===== config.mk =====
export PLATFORM = sky130hd
export DESIGN_NAME = mfp_als_spi_responder
export DESIGN_NICKNAME = d
export VERILOG_FILES = /design/src/rtl/mfp_als_spi_responder.sv
export SDC_FILE = /design/constraint.sdc
export NUM_CORES = 1
export LEC_CHECK = 0
export ABC_AREA = 0
export BUFFER_PORTS_ARGS = -buffer_cell sky130_fd_sc_hd__buf_2
export CAP_MARGIN = 20
export CORE_MARGIN = 2
export CORE_UTILIZATION = 45
export DETAILED_ROUTE_END_ITERATION = 6
export GPL_ROUTABILITY_DRIVEN = 1
export PLACE_DENSITY = 0.68
export SYNTH_ARGS = -nofsm -noshare
export SYNTH_HDL_FRONTEND = slang
export SYNTH_SLANG_ARGS = --single-unit

===== constraint.sdc =====
create_clock -name SI_ClkIn -period 2 [get_ports SI_ClkIn]
set_input_delay 0.1 -clock SI_ClkIn [delete_from_list [all_inputs] [get_ports SI_ClkIn]]
set_output_delay 0.1 -clock SI_ClkIn [all_outputs]
set_load 0.01 [all_outputs]

===== src/rtl/mfp_als_spi_responder.sv =====
// SPI responder emulating the ambient light sensor ADC: serves an 8-bit
// sample framed by leading and trailing zeros to an SPI master. CS and SCK
// are oversampled on SI_ClkIn.
module mfp_als_spi_responder #(
  parameter int         SYNC_STAGES = 2,
  parameter int         FRAME_BITS  = 16,
  parameter int         LEAD_ZEROS  = 3,
  parameter logic [7:0] RESET_VALUE = 8'h00
) (
  input  logic        SI_ClkIn,
  input  logic        SI_Reset,
  input  logic [7:0]  sample_value,
  input  logic        sample_valid,
  input  logic        SPI_CS,
  input  logic        SPI_SCK,
  output logic        SPI_SDO,
  output logic        SPI_SDO_OE,
  output logic        busy,
  output logic        frame_done,
  output logic        frame_abort,
  output logic [15:0] frame_count
);

  localparam int CNT_W = $clog2(FRAME_BITS + 1);

  typedef enum logic [1:0] {ST_IDLE, ST_SHIFT, ST_HOLD} state_t;

  // Places the sample after LEAD_ZEROS zeros, zero-filling the remainder.
  function automatic logic [FRAME_BITS-1:0] frame_word(input logic [7:0] value);
    logic [FRAME_BITS-1:0] w;
    w = '0;
    w[FRAME_BITS-1-LEAD_ZEROS -: 8] = value;
    return w;
  endfunction

  logic [SYNC_STAGES-1:0] cs_sync_q, cs_sync_d;
  logic [SYNC_STAGES-1:0] sck_sync_q, sck_sync_d;
  logic                   cs_prev_q, sck_prev_q;
  logic                   cs_s, sck_s;
  logic                   cs_fall, cs_rise, sck_fall;

  state_t                 state_q, state_d;
  logic [7:0]             hold_q, hold_d;
  logic [FRAME_BITS-1:0]  shift_q, shift_d;
  logic [FRAME_BITS-1:0]  load_w;
  logic [CNT_W-1:0]       cnt_q, cnt_d;
  logic                   sdo_q, sdo_d;
  logic                   oe_q, oe_d;
  logic                   done_q, done_d;
  logic                   abort_q, abort_d;
  logic [15:0]            count_q, count_d;

  // Synchronizer shift paths; idle level of both pins is high.
  always_comb begin
    cs_sync_d  = {cs_sync_q[SYNC_STAGES-2:0], SPI_CS};
    sck_sync_d = {sck_sync_q[SYNC_STAGES-2:0], SPI_SCK};
    cs_s       = cs_sync_q[SYNC_STAGES-1];
    sck_s      = sck_sync_q[SYNC_STAGES-1];
    cs_fall    = cs_prev_q & ~cs_s;
    cs_rise    = ~cs_prev_q & cs_s;
    sck_fall   = sck_prev_q & ~sck_s;
  end

  // Synchronizer and edge-detect registers.
  always_ff @(posedge SI_ClkIn or posedge SI_Reset) begin
    if (SI_Reset) begin
      cs_sync_q  <= '1;
      sck_sync_q <= '1;
      cs_prev_q  <= 1'b1;
      sck_prev_q <= 1'b1;
    end else begin
      cs_sync_q  <= cs_sync_d;
      sck_sync_q <= sck_sync_d;
      cs_prev_q  <= cs_s;
      sck_prev_q <= sck_s;
    end
  end

  // Frame FSM: next state, shift register, counters and registered outputs.
  always_comb begin
    hold_d  = sample_valid ? sample_value : hold_q;
    load_w  = frame_word(hold_d);
    state_d = state_q;
    shift_d = shift_q;
    cnt_d   = cnt_q;
    sdo_d   = sdo_q;
    oe_d    = oe_q;
    done_d  = 1'b0;
    abort_d = 1'b0;
    count_d = count_q;
    unique case (state_q)
      ST_IDLE: begin
        sdo_d = 1'b0;
        oe_d  = 1'b0;
        if (cs_fall) begin
          shift_d = load_w;
          cnt_d   = '0;
          oe_d    = 1'b1;
          sdo_d   = load_w[FRAME_BITS-1];
          state_d = ST_SHIFT;
        end
      end
      ST_SHIFT: begin
        // A deselect in the same cycle as an SCK fall aborts without shifting.
        if (cs_rise) begin
          abort_d = 1'b1;
          oe_d    = 1'b0;
          sdo_d   = 1'b0;
          state_d = ST_IDLE;
        end else if (sck_fall) begin
          shift_d = shift_q << 1;
          cnt_d   = cnt_q + 1'b1;
          sdo_d   = shift_q[FRAME_BITS-2];
          if (cnt_q == CNT_W'(FRAME_BITS - 1)) begin
            done_d  = 1'b1;
            count_d = count_q + 16'd1;
            sdo_d   = 1'b0;
            state_d = ST_HOLD;
          end
        end
      end
      ST_HOLD: begin
        sdo_d = 1'b0;
        oe_d  = 1'b1;
        if (cs_rise) begin
          oe_d    = 1'b0;
          state_d = ST_IDLE;
        end
      end
      default: begin
        sdo_d   = 1'b0;
        oe_d    = 1'b0;
        state_d = ST_IDLE;
      end
    endcase
  end

  // State and datapath registers.
  always_ff @(posedge SI_ClkIn or posedge SI_Reset) begin
    if (SI_Reset) begin
      state_q <= ST_IDLE;
      hold_q  <= RESET_VALUE;
      shift_q <= '0;
      cnt_q   <= '0;
      sdo_q   <= 1'b0;
      oe_q    <= 1'b0;
      done_q  <= 1'b0;
      abort_q <= 1'b0;
      count_q <= 16'd0;
    end else begin
      state_q <= state_d;
      hold_q  <= hold_d;
      shift_q <= shift_d;
      cnt_q   <= cnt_d;
      sdo_q   <= sdo_d;
      oe_q    <= oe_d;
      done_q  <= done_d;
      abort_q <= abort_d;
      count_q <= count_d;
    end
  end

  assign SPI_SDO     = sdo_q;
  assign SPI_SDO_OE  = oe_q;
  assign busy        = (state_q != ST_IDLE);
  assign frame_done  = done_q;
  assign frame_abort = abort_q;
  assign frame_count = count_q;

endmodule


======== Yosys cells after proc, flatten, opt, wreduce, memory -nomap -nowiden ========
Cells that the tools add are included.
operators by class
  reduce and logical (&&, ||, !) cells .... 6
  equality and inequality tests ........... 10
  $add $sub $neg .......................... 2
  bitwise gates (word level) .............. 7
  muxes and demuxes ....................... 29
operator list
  kind                     count
  $mux W15                 3
  $pmux W15 S2             1
  $add A16 B1 Y16 const B  1
  $mux W5                  3
  $mux W1                  13
  $reduce_and A4 Y1        3
  $mux W2                  5
  $ne A2 B2 Y1 const B     5
  $pmux W5 S2              1
  $mux W8                  1
  $ne A3 B3 Y1 const B     2
  $pmux W2 S3              1
  $add A5 B1 Y5 const B    1
  $eq A5 B4 Y1 const B     1
  $not A1 Y1               4
  $reduce_bool A2 Y1       2
  $and A1 B1 Y1            3
  $pmux W1 S3              1
  $eq A2 B1 Y1 const B     1
  $eq A2 B2 Y1 const B     1
  $logic_not A2 Y1         1
word-level totals
  logic and storage cells ................. 67
  flip-flop bits (word level) ............. 56
  input port bits ......................... 13

======== Depth between registers and ports, before layout ========
  word-level depth ........................ 5
  depth in mapped cells ................... 8

======== Worst setup path after synthesis ========
No wires, ideal clock.
  kind .................................... register to register
  start ................................... register cnt_q[0]
  end ..................................... register count_q[15], in the netlist frame_count[15]
  cell stages (with the launch flop) ...... 9
  setup time .............................. 79 ps
  setup slack ............................. 18 ps
  arrival time ............................ 1903 ps
  period minus slack after synthesis ...... 1982 ps
  buffers on the path ..................... 1
  cell sequence ........................... dfrtp_1 > ha_1 > and3_1 > ha_1 > nand4_1 > or4_1 > buf_6 > nor4_4 > xor2_1
on the way
  longest elaborated chain between the ends .. 2
ends and longest elaborated chain
  what                                RTL line  RTL
  from (decl)                         46        logic [CNT_W-1:0] cnt_q, cnt_d;
  from (signal assigned)              154       cnt_q <= cnt_d;
  $eq A5 B4 Y1                        114       if (cnt_q == CNT_W'(FRAME_BITS - 1)) begin
  $reduce_and A4 Y1 (no source line)  --
  to (signal assigned)                159       count_q <= count_d;
  to (decl)                           51        logic [15:0] count_q, count_d;
Every way passes these cells.
A chain may end at the register's enable or synchronous reset.

======== Worst setup path after layout ========
Same ends and word-level chain as after synthesis.

==> impl_metrics.toml <==
[cts]
htreeDepth = 2
clock_sinks = 51
tritoncts = "yes"
clk-insertion-delay-late_ns = 0.30
clk_path_buf_depth = 2
tritoncts.num_buffers = 5
clk_pin_slew_worst_paths_ns = 0.09
root_buffer = "sky130_fd_sc_hd__clkbuf_8"

[placement]
place_hpwl_microns = 2740
gp_routability_congestion = 0.7634
port_buffers = 33
dpl.cell_count = 276
pre_cts_ws_ns = -0.04674

[die]
floorplan.io_pins = 34
coreArea_sq_um = 4661
initial_utilization_pct = 46.26
placementRows = 25
die_x_microns = 73.22
floorplan.die_area_sq_um = 5360
chipHeight_microns = 73.22

[grt]
grt_first_pass_wirelength_microns = 6065
grt_remaining_overflow = 0
antenna_violations_before_repair = 0
vias_in_the_first_global_route = 1304
maximum_number_of_pins_on_one_net_before_global_route_repair = 27
grt_use_total_pct = 14.86

[timing]
final_setup_tns_ns = -0.06623
timing.slew.headroom_pct = 76.51
clock-skew-final_ns = 0.004585
worstMarginPinSlew_ns = 0.3491
final_max_slew_viol_count = 0
finalHoldWorstSlack_ns = 0.04374
fin_ws_ns = -0.03424
setup_viol_count_final = 4
fmax_mhz = 491.6
final_min_period_over_clock_period_pct = 101.7
final_critical_path_required_period_ns = 2.034
hold_viol_final = 0
grt_setup_unrepaired = "true"

[cells_and_area]
share_of_layout_cells_above_drive_strength_1_pct = 34.62
final_util_pct = 56.43
areaGrowthSynthToFinish_pct = 22.00
diodes = 0
final_cells = 288
layout.filler_cells = 419
finalNetCount = 250

[power]
power.leakage_nw = 1.324
cellPowerDensity_nw_per_um2 = 821.9
power.ir.vdd_worst_mv = 0.4310

[setup_path]
critical_path.endpoint_type = "flop"
cp.required_ns = 2.23
startpoint_type = "flop"
setup.worst_path.class = "reg -> reg"
cp_cell_sequence = "ha_2, and3_4, ha_4, nand4_1, or4_4, nor4_4, xor2_1"
critPathMaxStageDelay_ns = 0.50
cp.arrival_ns = 2.26
timing.critical_path.slowest_stage_cell = "sky130_fd_sc_hd__or4_4"
timing.critical_path.fanout_max = 6

[run]
maxCapViolations = 0

[logic_synthesis]
cell_area_after_technology_mapping_sq_um = 2156
postSynthRegisterBits = 51
synth.yosys.seq_area_share_pct = 59.55
ys_types = 35
avgSynthCellArea_sq_um = 11.91
synth_cells = 181
syn-num-nets = 197
synth-warning-count = 0

[detailed_routing]
drt_wl_total_microns = 3835
via_per_inst = 5.115
routedWlPerCell_microns = 13.32
dr.first_iter.drc_count = 30
firstDrtPassIters = 4
detail-route-antenna-nets = 0
num_vias = 1473
dr_drc_count = 0

[min_path]
type_of_the_tightest_min_delay_check = "in -> reg"

[run_status]
violations = "negative setup slack"
outcome = "finished with violations"
area by class of cell:
cell class                 instances  area (sq um)  area share [%]
sequential                        51          1284           48.81
multi-input combinational        120         857.1           32.59
timing repair buffer              52         319.1           12.13
clock buffer                       6         82.58           3.140
tap                               54         67.56           2.569
inverter                           4         15.01          0.5709
clock inverter                     1         5.005          0.1903
per-stage QoR:
stage / cell area, sq um / power, mW
after floorplan: 2156 / 1.463
after global placement: 2456 / 1.567
after detailed placement: 2456 / 1.576
after CTS: 2577 / 2.171
after global routing: 2630 / 2.281
final: 2630 / 2.162
critical path: cells and delay by family, from the launching register on:
kind	cells	cell delay (ns)
flip-flops	1	0.38
XOR/XNOR	1	0.16
adder cells (fa/ha/maj)	2	0.31
AND/OR/NAND/NOR	4	1.11
cell usage in the layout (no fill, tap or decap), drive strengths merged, types with 2 or more instances in the layout:
cell type / instances
xor2: 7
xnor2: 9
a21oi: 2
nor2: 8
o21ai: 11
clkbuf: 6
nor2b: 3
dlygate4sd3: 3
nor3b: 2
dfstp: 6
mux2i: 7
buf: 49
and3: 3
nor3: 5
nand3: 4
dfrtp: 45
inv: 4
nand2: 22
a31oi: 2
mux2: 9
nor4: 3
nand4: 6
nand2b: 4
ha: 3
state kept, by name (all words and copies together), names as in the netlist:
| name | flops |
|---|---|
| cnt_q | 5 |
| SPI_SDO | 1 |
| sck_prev_q | 1 |
| cs_sync_q | 2 |
| frame_done | 1 |
| frame_count | 16 |
| frame_abort | 1 |
| shift_q | 10 |
| state_q | 2 |
| hold_q | 8 |
| cs_prev_q | 1 |
| sck_sync_q | 2 |
| SPI_SDO_OE | 1 |
per-layer routing:
layer	wire length, microns	vias to the layer above	GRT usage (%)
met5	0	-	0
met1	1791	704	19.14
met3	147	9	4.282
met4	76	0	6.173
met2	1819	30	23.42
li1	-	730	-
cell usage after synthesis (all sizes together):
library cell | instances | share of area, %
inv | 4 | 0.70
dfstp | 6 | 7.3
xnor2 | 9 | 3.7
nor2b | 3 | 0.87
a31oi | 2 | 0.58
nand3 | 4 | 0.93
nor4b | 1 | 0.41
mux2 | 9 | 4.7
a22o | 1 | 0.41
and4 | 1 | 0.41
nor3 | 5 | 1.4
nand2 | 22 | 3.8
a31o | 1 | 0.41
nand4 | 6 | 1.7
xor2 | 7 | 2.8
a311oi | 1 | 0.41
ha | 3 | 1.7
nor3b | 2 | 0.70
and2b | 1 | 0.35
a21o | 1 | 0.35
nor4 | 3 | 1.6
and3 | 3 | 0.87
o31ai | 1 | 0.35
buf | 2 | 1.0
nand3b | 1 | 0.35
dfrtp | 45 | 52
mux2i | 7 | 3.3
nand2b | 4 | 1.2
o21ai | 11 | 2.6
or4 | 1 | 0.35
nor2 | 8 | 1.4
a21oi | 2 | 0.46
clkbuf | 4 | 0.70
cell families (layout without fill, tap and decap cells):
| group | Yosys count | in the layout | synth area share (%) |
|---|---|---|---|
| buffers and inverters | 10 | 63 | 2.437 |
| muxes | 16 | 16 | 7.952 |
| DFF | 51 | 51 | 59.55 |
| xor gates and xnor gates | 16 | 16 | 6.501 |
| adders and majority gates | 3 | 3 | 1.741 |
| AOI/OAI and AO/OA | 20 | 20 | 5.514 |
| and+or+nand+nor | 65 | 65 | 16.31 |
repair_timing:
action                     in CTS  in global routing
setup buffers                   0                  2
hold buffers                    3                  0
setup endpoints to repair       5                  7
gates resized for setup         1                  8
hold endpoints to repair       11                  0
power by group:
| part | switching [mW] | internal [mW] |
|---|---|---|
| Clock | 0.316 | 0.272 |
| Sequential | 0.0672 | 1.16 |
| Combinational | 0.173 | 0.173 |
| Total | 0.556 | 1.61 |
path summary, 6_finish.rpt:
check	depth (start not counted)	slack (ns)	start	to
worst max-delay path	7	-0.03	cnt_q[0]	frame_count[15]
worst min register to register	0	0.36	cs_sync_q[0]	cs_sync_q[1]
max in group asynchronous	4	1.14	SI_Reset	sck_prev_q
min in group asynchronous	3	0.26	SI_Reset	shift_q[11]
worst max register to register	7	-0.03	cnt_q[0]	frame_count[15]
worst min-delay path	2	0.04	sample_value[2]	hold_q[2]
Power figures use the tool's default switching activity.
